===== src/rtl/demux_1_8_seq.sv =====
// Registered 1-to-WIDTH demultiplexer / serial-to-parallel collector.
// Supports addressed single-bit writes in IDLE and counted stream capture with a valid/ready word handoff.
module demux_1_8_seq #(
    parameter int WIDTH     = 8,
    parameter int SEL_W     = 3,
    parameter bit LSB_FIRST = 1'b1
) (
    input  logic             clk,
    input  logic             rst,
    input  logic             d,
    input  logic [SEL_W-1:0] sel,
    input  logic             load,
    input  logic             start,
    input  logic             in_valid,
    output logic [WIDTH-1:0] f,
    output logic             f_valid,
    input  logic             f_ready,
    output logic             busy,
    output logic [SEL_W-1:0] bit_cnt
);

    typedef enum logic [1:0] {
        IDLE    = 2'd0,
        CAPTURE = 2'd1,
        DONE    = 2'd2
    } state_t;

    localparam logic [SEL_W-1:0] LAST_IDX  = SEL_W'(WIDTH - 1);
    localparam logic [SEL_W:0]   WIDTH_EXT = (SEL_W + 1)'(WIDTH);

    state_t           state_p0, state_p1;
    logic [WIDTH-1:0] f_p0, f_p1;
    logic             f_valid_p0, f_valid_p1;
    logic [SEL_W-1:0] bit_cnt_p0, bit_cnt_p1;
    logic             busy_p1;
    logic             sel_in_range;
    logic [SEL_W-1:0] stream_idx;

    // Non-power-of-2 WIDTH leaves some sel codes with no lane behind them.
    assign sel_in_range = ({1'b0, sel} < WIDTH_EXT);
    assign stream_idx   = LSB_FIRST ? bit_cnt_p1 : (LAST_IDX - bit_cnt_p1);

    // Stage p0: next-state and next-output decode
    always_comb begin
        state_p0   = state_p1;
        f_p0       = f_p1;
        f_valid_p0 = f_valid_p1;
        bit_cnt_p0 = bit_cnt_p1;
        case (state_p1)
            IDLE: begin
                if (start) begin
                    state_p0   = CAPTURE;
                    bit_cnt_p0 = '0;
                end else if (load && sel_in_range) begin
                    f_p0[sel] = d;
                end
            end
            CAPTURE: begin
                if (in_valid) begin
                    f_p0[stream_idx] = d;
                    if (bit_cnt_p1 == LAST_IDX) begin
                        state_p0   = DONE;
                        bit_cnt_p0 = '0;
                        f_valid_p0 = 1'b1;
                    end else begin
                        bit_cnt_p0 = bit_cnt_p1 + SEL_W'(1);
                    end
                end
            end
            DONE: begin
                // The word stays in f after the handshake; only the valid flag drops.
                if (f_ready) begin
                    state_p0   = IDLE;
                    f_valid_p0 = 1'b0;
                end
            end
            default: begin
                state_p0 = IDLE;
            end
        endcase
    end

    // Stage p1: output registers (f is cleared on reset so a discarded partial word never leaks)
    always_ff @(posedge clk) begin
        if (rst) begin
            state_p1   <= IDLE;
            f_p1       <= '0;
            f_valid_p1 <= 1'b0;
            bit_cnt_p1 <= '0;
            busy_p1    <= 1'b0;
        end else begin
            state_p1   <= state_p0;
            f_p1       <= f_p0;
            f_valid_p1 <= f_valid_p0;
            bit_cnt_p1 <= bit_cnt_p0;
            busy_p1    <= (state_p0 != IDLE);
        end
    end

    assign f       = f_p1;
    assign f_valid = f_valid_p1;
    assign busy    = busy_p1;
    assign bit_cnt = bit_cnt_p1;

endmodule


===== config.mk =====
export PLATFORM = sky130hd
export DESIGN_NAME = demux_1_8_seq
export DESIGN_NICKNAME = d
export VERILOG_FILES = /design/src/rtl/demux_1_8_seq.sv
export SDC_FILE = /design/constraint.sdc
export NUM_CORES = 1
export LEC_CHECK = 0
export CORE_MARGIN = 1.5
export CORE_UTILIZATION = 25
export CTS_CLUSTER_DIAMETER = 60
export DETAILED_ROUTE_END_ITERATION = 8
export REMOVE_ABC_BUFFERS = 1
export SYNTH_ARGS = -nofsm -noshare
export SYNTH_HDL_FRONTEND = slang
export SYNTH_SLANG_ARGS = --single-unit

===== constraint.sdc =====
create_clock -name clk -period 1.6 [get_ports clk]
set_input_delay 0.32 -clock clk [delete_from_list [all_inputs] [get_ports clk]]
set_output_delay 0.32 -clock clk [all_outputs]
set_load 0.05 [all_outputs]

=== Word-level counts from Yosys, hierarchy flattened ===
Cells that the tools add are included.

* $add $sub $neg: 1
* $lt $le $gt $ge: 4
* Equality and inequality tests: 9
* Mux-type cells: 23
* Reductions and logical operators: 9

{| class="wikitable"
|+ Operators with widths
! kind !! number
|-
| 2-to-1 mux 8 bit || 3
|-
| bitwise mux 8 bit || 2
|-
| one-hot mux 8 bit (2 select lines) || 1
|-
| inequality test 2 bit, second input constant || 6
|-
| 2-to-1 mux 3 bit || 3
|-
| less-than comparator 3 x 4 -> 1 bit, second input constant || 2
|-
| 2-to-1 mux 2 bit || 4
|-
| AND reduction 4 bit || 2
|-
| demux 1 bit (select 3 bit) || 2
|-
| greater-or-equal comparator 3 x 1 -> 1 bit, second input constant || 2
|-
| one-hot mux 2 bit (3 select lines) || 1
|-
| one-hot mux 3 bit (2 select lines) || 1
|-
| nonzero test 2 bit || 3
|-
| 2-to-1 mux 1 bit || 5
|-
| adder 3 x 1 -> 3 bit, second input constant || 1
|-
| equality test 3 bit, second input constant || 1
|-
| AND reduction 3 bit || 1
|-
| equality test 2 x 1 -> 1 bit, second input constant || 1
|-
| equality test 2 bit, second input constant || 1
|-
| logical AND 1 bit || 2
|-
| logical NOT 2 bit || 1
|-
| one-hot mux 1 bit (2 select lines) || 1
|}

* Bits in registers: 15
* Input port bits: 10
* Output and inout bits: 13
* Word-level logic and storage cells: 51

=== Logic depth before layout (Yosys ltp) ===
Gate-level depths: netlist (run 1).

* Depth in word-level cells: 8
* Mapped depth: 5
* Mapped depth without buffers: 5

=== Least setup slack after synthesis (run 1) ===
Ideal clock, no wire load.

* Path kind: flip-flop to flip-flop
* From: register bit_cnt_p1[0], in the netlist bit_cnt[0]
* To: register bit_cnt_p1[0], in the netlist bit_cnt[0]
* Arrival time: 1,377 ps
* Required time: 1,475 ps
* Slack: 98 ps
* Stages on the path, launching flop included: 6
* Path buffers: 0
* Cells stage by stage: dfxtp_1 ha_1 ha_1 nor3_1 mux2i_1 nor2_1

* Word-level cells in the longest chain between the ends: 4

{| class="wikitable"
|+ Ends and longest elaborated chain
! what !! line !! text
|-
| start: declaration || 34 || <nowiki>logic [SEL_W-1:0] bit_cnt_p0, bit_cnt_p1;</nowiki>
|-
| start signal: assignment || 95 || <nowiki>bit_cnt_p1 <= bit_cnt_p0;</nowiki>
|-
| adder 3 x 1 -> 3 bit / equality test 3 bit (equally long branches) || 66, 61 ||
|-
| 2-to-1 mux 3 bit (*) || 61 || <nowiki>if (bit_cnt_p1 == LAST_IDX) begin</nowiki>
|-
| 2-to-1 mux 3 bit (*) || 59 || <nowiki>if (in_valid) begin</nowiki>
|-
| one-hot mux 3 bit (2 select lines) (*) || 49 || <nowiki>case (state_p1)</nowiki>
|}

Mark *: on every way between the ends. The rest lies on a longest branch, timed or not. The select of a mux whose other input is x is not followed.
A chain may end at the register's enable or synchronous reset.

=== Worst setup path in the final report (run 1) ===
* From: input port load
* To: register f_p1[5], in the netlist f[5]

* Word-level cells in the longest chain between the ends: 2

{| class="wikitable"
|+ Ends and longest elaborated chain
! what !! line !! text
|-
| start: declaration || 12 || <nowiki>input logic load,</nowiki>
|-
| inequality test 2 bit (no line) || - ||
|-
| AND reduction 4 bit (no line) || - ||
|-
| end signal: assignment || 93 || <nowiki>f_p1 <= f_p0;</nowiki>
|-
| end: declaration || 32 || <nowiki>logic [WIDTH-1:0] f_p0, f_p1;</nowiki>
|}

Every way passes these cells.

==> impl_results.html, run 1 <==
<table>
<tr><th>Metric</th><th>Value</th></tr>
<tr><th colspan="2">Floorplanning</th></tr>
<tr><td>CORE AREA</td><td>a little over 0.003 mm^2</td></tr>
<tr><td>Height of the die</td><td>slightly below 60 um</td></tr>
<tr><td>X dimension of the die</td><td>59.4 um</td></tr>
<tr><td>Cell row count</td><td>20</td></tr>
<tr><td>Total I/O pin count</td><td>23</td></tr>
<tr><td>Die outline area</td><td>0.00353 mm^2</td></tr>
<tr><td>Starting density of the core</td><td>0.262</td></tr>
<tr><th colspan="2">Power</th></tr>
<tr><td>Net switching power</td><td>0.208 mW</td></tr>
<tr><td>Standby leakage power</td><td>approximately 0.47 nW</td></tr>
<tr><td>Largest vdd supply drop</td><td>~0.29 mV</td></tr>
<tr><td>Design Power</td><td>0.756 mW</td></tr>
<tr><td>Switching Fraction</td><td>0.275</td></tr>
<tr><td>Combinational Power Share</td><td>0.195</td></tr>
<tr><td>Power Dens Cells</td><td>665 mW/mm^2</td></tr>
<tr><td>Internal power</td><td>0.547 mW</td></tr>
<tr><td>Sequential share of power</td><td>0.519</td></tr>
<tr><td>Power share of the clock group</td><td>0.286</td></tr>
<tr><th colspan="2">Synthesis</th></tr>
<tr><td>Simple-gate share of the synthesized area</td><td>0.304</td></tr>
<tr><td>Synthesized area</td><td>795 um^2</td></tr>
<tr><td>Number of warnings printed during yosys synthesis</td><td>0</td></tr>
<tr><td>Distinct cell type count of the synthesized netlist</td><td>26</td></tr>
<tr><td>Syn Area/Cell</td><td>about 8.7 um^2</td></tr>
<tr><td>#FFs+latches synth</td><td>15</td></tr>
<tr><td>Area fraction in compound gates after synthesis</td><td>0.142</td></tr>
<tr><td>Area fraction of the dominant cell type after synthesis</td><td>0.378</td></tr>
<tr><td>Mux cell area share after synthesis</td><td>0.113</td></tr>
<tr><td>Sequential element share of the synthesized area</td><td>0.378</td></tr>
<tr><td>Xor and xnor fraction of the mapped netlist area</td><td>0</td></tr>
<tr><td>Synth Area in Adders</td><td>0.0315</td></tr>
<tr><td>Main area contributors after synthesis</td><td>dfxtp_1 38%, mux2i_1 11%, nand2_1 8.0%</td></tr>
<tr><td>Synthesized instance count</td><td>91</td></tr>
<tr><td>Top cell type by total area after synthesis</td><td>dfxtp_1</td></tr>
<tr><td>Largest family of logic cells by synthesized area</td><td>simple AND/OR/NAND/NOR gates</td></tr>
<tr><th colspan="2">Outcome</th></tr>
<tr><td>Status</td><td>completed</td></tr>
<tr><th colspan="2">Timing</th></tr>
<tr><td>Final setup violation count</td><td>0</td></tr>
<tr><td>TNS Setup</td><td>0 ns</td></tr>
<tr><td>Post-layout min period</td><td>1.52 ns</td></tr>
<tr><td>Final Hold Slack</td><td>0.459 ns</td></tr>
<tr><td>Achievable frequency</td><td>between 600 and 700 MHz</td></tr>
<tr><td>Worst Tran Pin Value</td><td>0.464 ns</td></tr>
<tr><td>Post-route clock skew</td><td>0.000529 ns</td></tr>
<tr><td>Pins Over Slew Limit</td><td>0</td></tr>
<tr><td>Unrepaired setup endpoints after global routing</td><td>no</td></tr>
<tr><td>Final count of hold timing violations</td><td>0</td></tr>
<tr><td>Worst slew margin relative to its limit</td><td>0.690</td></tr>
<tr><td>Part of the cycle the worst path needs</td><td>0.948</td></tr>
<tr><th colspan="2">Detailed routing</th></tr>
<tr><td>Routed length per placed instance</td><td>11.0 um</td></tr>
<tr><td>Number of optimization iterations in the first detailed-route pass</td><td>4</td></tr>
<tr><td>Drt via density</td><td>4.66</td></tr>
<tr><td>Number of remaining DRC errors</td><td>0</td></tr>
<tr><td>ANT nets after route</td><td>0</td></tr>
<tr><td>DRC violation total after the first TritonRoute iteration</td><td>16</td></tr>
<tr><td>Vias post-DR</td><td>765</td></tr>
<tr><td>Sum of routed wire length over all layers</td><td>1.80 mm</td></tr>
<tr><th colspan="2">Critical path</th></tr>
<tr><td>Crit path capture type</td><td>flop</td></tr>
<tr><td>Launching element type of the critical path</td><td>input port</td></tr>
<tr><td>Worst Path Arrival</td><td>1.68 ns</td></tr>
<tr><td>Data required time of the critical path</td><td>around 1.8 ns</td></tr>
<tr><td>Path type of the worst setup path</td><td>in -&gt; reg</td></tr>
<tr><td>Crit path max fanout</td><td>8</td></tr>
<tr><th colspan="2">Global route</th></tr>
<tr><td>Antenna violations before repair</td><td>0</td></tr>
<tr><td>Via count of the first global-routing pass</td><td>688</td></tr>
<tr><td>GR Util All Layers</td><td>0.109</td></tr>
<tr><td>First-pass GRT wire length</td><td>around 3.0 mm</td></tr>
<tr><td>Global-route congestion overflow total</td><td>0</td></tr>
<tr><td>Maximum number of pins on one net before global-route repair</td><td>11</td></tr>
<tr><th colspan="2">Placement</th></tr>
<tr><td>Hpwl dp</td><td>1.41 mm</td></tr>
<tr><td>Final RePlAce weighted congestion</td><td>0.791</td></tr>
<tr><td>Number of port buffers</td><td>22</td></tr>
<tr><td>Placed instance area</td><td>approximately 0.0011 mm^2</td></tr>
<tr><th colspan="2">Cells and area</th></tr>
<tr><td>Fraction of final layout cells sized beyond drive strength 1</td><td>0.208</td></tr>
<tr><td>Synth-to-Final Area Change</td><td>43.0%</td></tr>
<tr><td>Most frequent cells in the layout</td><td>17 x nand2_1, 17 x buf_4, 15 x dfxtp_1</td></tr>
<tr><td>Final core occ</td><td>0.375</td></tr>
<tr><td>Antenna diode instance count</td><td>0</td></tr>
<tr><td>Finished layout cell area</td><td>0.00114 mm^2</td></tr>
<tr><td>Count of nets after finishing</td><td>133</td></tr>
<tr><th colspan="2">Clocking</th></tr>
<tr><td>Post-CTS repair timing setup buffer count</td><td>0</td></tr>
<tr><td>Number of buffers inserted during clock tree synthesis</td><td>3</td></tr>
<tr><td>Clock input transition at the sequential cells of the worst setup and hold paths</td><td>0.09 ns</td></tr>
<tr><td>Maximum clock insertion buffer count</td><td>2</td></tr>
<tr><td>Clk Latency, worst-skew pair</td><td>0.28 ns</td></tr>
<tr><td>Post-cts sizing count</td><td>0</td></tr>
<tr><td>Level count of the clock H-tree</td><td>1</td></tr>
<tr><td>CTS Hold Buffers Added</td><td>0</td></tr>
<tr><td>CTS Root Buffer Type</td><td>clkbuf_4</td></tr>
<tr><td>Number of clock sinks seen by CTS</td><td>15</td></tr>
<tr><td>CTS tree</td><td>done</td></tr>
<tr><th colspan="2">Min path</th></tr>
<tr><td>Type of the tightest min-delay check</td><td>reg -&gt; reg</td></tr>
<tr><th colspan="2">Run</th></tr>
<tr><td>Max-capacitance violation count</td><td>0</td></tr>
</table>
registers in the layout, summed over array words and instances, names as in the netlist:
name,flops
f_valid,1
busy,1
state_p1,2
f,8
bit_cnt,3
cells in the mapped netlist, drive strengths merged:
master	count
mux2i	9
o21bai	1
buf	2
nor4b	5
a21o	1
nand2b	3
nand4b	3
dfxtp	15
nor2	1
nor2b	1
nand2	17
ha	2
o32ai	2
or3b	2
clkbuf	2
a311oi	1
nor3b	1
clkinv	1
nor4	3
nor3	4
a21oi	6
nand3b	2
inv	1
o21ai	6
worst max-delay path, stage by stage:
cell	delay, ns
clkdlybuf4s50_1	0.45
or3b_1	0.39
a21oi_4	0.25
o21ai_1	0.13
mux2i_1	0.14
layout make-up:
type,instances,area [um^2]
multi-input combinational,70,469
clock buffer,4,26.3
timing repair buffer,29,278
tap,44,55.1
inverter,2,7.51
fill,307,1890
sequential,15,300
final timing paths:
| check | from | to | slack, ns | cells past startpoint |
|---|---|---|---|---|
| max | load | f[5]$_SDFFE_PP0P_ | 0.08 | 5 |
| min reg2reg | f_valid$_SDFFE_PP0P_ | f_valid$_SDFFE_PP0P_ | 0.46 | 2 |
| min | f_valid$_SDFFE_PP0P_ | f_valid$_SDFFE_PP0P_ | 0.46 | 2 |
| max reg2reg | state_p1[0]$_SDFF_PP0_ | f[5]$_SDFFE_PP0P_ | 0.15 | 4 |
metrics by stage:
step | instances | setup WS (ns)
floorplan | 87 | 0.107
global placement | 160 | -0.205
detailed placement | 160 | -0.214
CTS | 164 | 0.0906
global route | 164 | 0.0108
finish | 164 | 0.0830
cell families (layout without fill, tap and decap cells):
family | after synthesis | in the layout
multiplexers | 9 | 9
adder cells (fa/ha/maj) | 2 | 2
AO/OA/AOI/OAI | 17 | 17
AND/OR/NAND/NOR | 42 | 42
flip-flops | 15 | 15
buffers and inverters | 6 | 35
power by group through the flow:
stage	Clock (mW)	Combinational, mW	Sequential, mW
floorplan	0	0.0508	0.425
CTS	0.223	0.148	0.392
finish	0.216	0.148	0.392
global placement	0	0.147	0.401
global route	0.231	0.159	0.393
detailed placement	0	0.148	0.401
metal layers:
layer	vias up	wire [um]	track usage	part of all wire
met5	-	0	0	0
met4	0	34	0.0584	0.019
met3	4	72	0.00655	0.040
met2	21	872	0.171	0.48
met1	348	819	0.149	0.46
li1	392	-	-	-
Note: power is estimated with default switching activity, not from simulation.
==> run 2: changes to the inputs <==
--- a/config.mk
+++ b/config.mk
@@ -12,2 +12,3 @@
 export REMOVE_ABC_BUFFERS = 1
+export SLEW_MARGIN = 15
 export SYNTH_ARGS = -nofsm -noshare
==> constraint.sdc (replaced) <==
create_clock -name clk -period 1.6 [get_ports clk]
set_input_delay 0.48 -clock clk [delete_from_list [all_inputs] [get_ports clk]]
set_output_delay 0.48 -clock clk [all_outputs]
set_load 0.05 [all_outputs]
==> run 2 against run 1 <==
Non-clock buffer count unchanged. Fmax down 4.6%. Worst hold slack better by 0.044 ns. Cell area up 19%. First-iteration DRC count is 38% lower. Total power increased by 5.8%. Clock skew increased by 0.0063 ns. Via count up 1.3%. Die area did not move. Utilization is 7.2 points higher. Largest cell class unchanged. Global-route usage rose by 1.3 points. Worst setup slack got worse by 0.073 ns.
==> impl_results.html, run 2 (synthesized netlist as in run 1, its figures left out) <==
<table>
<tr><th>Metric</th><th>Value</th></tr>
<tr><th colspan="2">Cells and area</th></tr>
<tr><td>Fillers</td><td>288</td></tr>
<tr><td>Count of nets after finishing</td><td>roughly 130</td></tr>
<tr><td>Antenna diode instance count</td><td>0</td></tr>
<tr><td>Most frequent cells in the layout</td><td>15 x nand2_1, 15 x dfxtp_1, 14 x buf_12</td></tr>
<tr><td>Fraction of final layout cells sized beyond drive strength 1</td><td>0.325</td></tr>
<tr><td>Max reg flops</td><td>8</td></tr>
<tr><td>Storage element area</td><td>300 um^2</td></tr>
<tr><td>Finished layout cell area</td><td>0.00135 mm^2</td></tr>
<tr><td>Multi-input gate area in the final layout</td><td>549 um^2</td></tr>
<tr><td>Synth-to-Final Area Change</td><td>70.4%</td></tr>
<tr><th colspan="2">Critical path</th></tr>
<tr><td>Data required time of the critical path</td><td>roughly 1.8 ns</td></tr>
<tr><td>Crit path max fanout</td><td>4</td></tr>
<tr><td>Worst Path Arrival</td><td>1.75 ns</td></tr>
<tr><td>Path type of the worst setup path</td><td>in -&gt; reg</td></tr>
<tr><td>Crit path capture type</td><td>flop</td></tr>
<tr><td>Launching element type of the critical path</td><td>input port</td></tr>
<tr><th colspan="2">Clocking</th></tr>
<tr><td>Number of clock sinks seen by CTS</td><td>15</td></tr>
<tr><td>Clock input transition at the sequential cells of the worst setup and hold paths</td><td>0.08 ns</td></tr>
<tr><td>Level count of the clock H-tree</td><td>1</td></tr>
<tr><td>CTS tree</td><td>done</td></tr>
<tr><td>CTS Root Buffer Type</td><td>clkbuf_4</td></tr>
<tr><td>Maximum clock insertion buffer count</td><td>2</td></tr>
<tr><td>Clk Latency, worst-skew pair</td><td>0.28 ns</td></tr>
<tr><td>Number of buffers inserted during clock tree synthesis</td><td>3</td></tr>
<tr><th colspan="2">Timing</th></tr>
<tr><td>Achievable frequency</td><td>roughly 630 MHz</td></tr>
<tr><td>Final WS setup</td><td>0.0104 ns</td></tr>
<tr><td>Unrepaired setup endpoints after global routing</td><td>yes</td></tr>
<tr><td>Worst slew margin relative to its limit</td><td>0.672</td></tr>
<tr><td>Post-layout min period</td><td>~1.6 ns</td></tr>
<tr><td>Worst Tran Pin Value</td><td>0.487 ns</td></tr>
<tr><td>Final setup violation count</td><td>0</td></tr>
<tr><td>Part of the cycle the worst path needs</td><td>0.994</td></tr>
<tr><td>Post-route clock skew</td><td>between 0.006 and 0.007 ns</td></tr>
<tr><td>Final count of hold timing violations</td><td>0</td></tr>
<tr><td>Final Hold Slack</td><td>0.503 ns</td></tr>
<tr><td>Pins Over Slew Limit</td><td>0</td></tr>
<tr><th colspan="2">Power</th></tr>
<tr><td>Standby leakage power</td><td>0.525 nW</td></tr>
<tr><td>Largest vdd supply drop</td><td>0.265 mV</td></tr>
<tr><td>Power Dens Cells</td><td>590 mW/mm^2</td></tr>
<tr><td>Design Power</td><td>0.799 mW</td></tr>
<tr><th colspan="2">Floorplanning</th></tr>
<tr><td>Cell row count</td><td>20</td></tr>
<tr><td>X dimension of the die</td><td>59.4 um</td></tr>
<tr><td>Starting density of the core</td><td>0.262</td></tr>
<tr><td>Height of the die</td><td>59.4 um</td></tr>
<tr><td>Die outline area</td><td>roughly 0.0035 mm^2</td></tr>
<tr><td>Total I/O pin count</td><td>23</td></tr>
<tr><td>CORE AREA</td><td>0.00303 mm^2</td></tr>
<tr><th colspan="2">Run</th></tr>
<tr><td>Max-capacitance violation count</td><td>0</td></tr>
<tr><th colspan="2">Global route</th></tr>
<tr><td>Maximum number of pins on one net before global-route repair</td><td>12</td></tr>
<tr><td>Global-route congestion overflow total</td><td>0</td></tr>
<tr><td>Antenna violations before repair</td><td>0</td></tr>
<tr><td>First-pass GRT wire length</td><td>3.24 mm</td></tr>
<tr><td>Via count of the first global-routing pass</td><td>724</td></tr>
<tr><td>GR Util All Layers</td><td>0.122</td></tr>
<tr><th colspan="2">Placement</th></tr>
<tr><td>Placed instance area</td><td>0.00123 mm^2</td></tr>
<tr><td>Number of port buffers</td><td>22</td></tr>
<tr><td>Place WS</td><td>-0.376 ns</td></tr>
<tr><td>Hpwl dp</td><td>~1.5 mm</td></tr>
<tr><td>Final RePlAce weighted congestion</td><td>between 0.7 and 0.8</td></tr>
<tr><th colspan="2">Outcome</th></tr>
<tr><td>Status</td><td>completed</td></tr>
<tr><th colspan="2">Detailed routing</th></tr>
<tr><td>DRC violation total after the first TritonRoute iteration</td><td>10</td></tr>
<tr><td>Number of remaining DRC errors</td><td>0</td></tr>
<tr><td>Number of optimization iterations in the first detailed-route pass</td><td>6</td></tr>
<tr><td>Vias post-DR</td><td>775</td></tr>
<tr><td>Sum of routed wire length over all layers</td><td>1.99 mm</td></tr>
<tr><td>Drt via density</td><td>4.73</td></tr>
<tr><td>ANT nets after route</td><td>0</td></tr>
<tr><td>Routed length per placed instance</td><td>~12 um</td></tr>
<tr><th colspan="2">Min path</th></tr>
<tr><td>Type of the tightest min-delay check</td><td>reg -&gt; reg</td></tr>
</table>
-- run 2: cell count changes in the layout (fill, tap and decap cells not counted), moves of 2 or more --
cell             before  now
nor4b_2               0    3
nand2_2               0    2
buf_12                3   14
buf_4                17    6
nand2_1              17   15
o21ai_1               6    0
o21ai_2               0    3
o21ai_4               0    3
nor4b_1               5    2
clkdlybuf4s50_1       9    6
dlygate4sd2_1         0    2
-- run 2: path summary, 6_finish.rpt --
kind	end	depth (start not counted)	startpoint	slack, ns
setup / recovery	f[2]$_SDFFE_PP0P_	5	sel[0]	0.01
hold / removal	f[4]$_SDFFE_PP0P_	2	f[4]$_SDFFE_PP0P_	0.50
setup reg to reg	f[2]$_SDFFE_PP0P_	4	state_p1[1]$_SDFF_PP0_	0.09
hold reg to reg	f[4]$_SDFFE_PP0P_	2	f[4]$_SDFFE_PP0P_	0.50
-- run 2: layout make-up --
| cell class | instances | share of cell area |
|---|---|---|
| Clock buffer | 4 | 0.0194 |
| Timing Repair Buffer | 29 | 0.307 |
| Tap cell | 44 | 0.0407 |
| Inverter | 2 | 0.00555 |
| Sequential cell | 15 | 0.222 |
| Multi-Input combinational cell | 70 | 0.406 |
-- run 2: where the power goes --
group	internal, mW	total, mW	switching (mW)
combinational	0.0947	0.189	0.0948
sequential	0.382	0.395	0.0130
clock	0.0968	0.215	0.118
-- run 2: metal layers --
metal,track usage,wire (um),part of all wire
met1,0.163,894,0.45
met4,0.0714,58,0.029
met2,0.184,962,0.48
met3,0.0175,73,0.037
met5,0,0,0
-- run 2: stage by stage --
| stage | cells | util | setup TNS (ns) |
|---|---|---|---|
| 6_report | 164 | 0.447 | 0 |
| 2_1_floorplan | 87 | - | 0 |
| 3_5_place_dp | 159 | 0.405 | -2.91 |
| 4_1_cts | 164 | 0.443 | 0 |
| 3_3_place_gp | 159 | 0.405 | -2.74 |
| 5_1_grt | 164 | 0.447 | -0.0253 |
-- run 2: repair_timing --
item                                    CTS  global route
endpoints found under the setup margin    8             7
pin swaps                                 2             0
hold endpoints to repair                  0             0
resized for setup                        17             3
hold buffers                              0             0
setup buffers                             1             0
-- run 2: critical path, cell delays in order --
cell	delay (ns)
clkdlybuf4s50_1	0.42
buf_4	0.16
nor4b_2	0.45
o21ai_4	0.11
mux2i_1	0.13
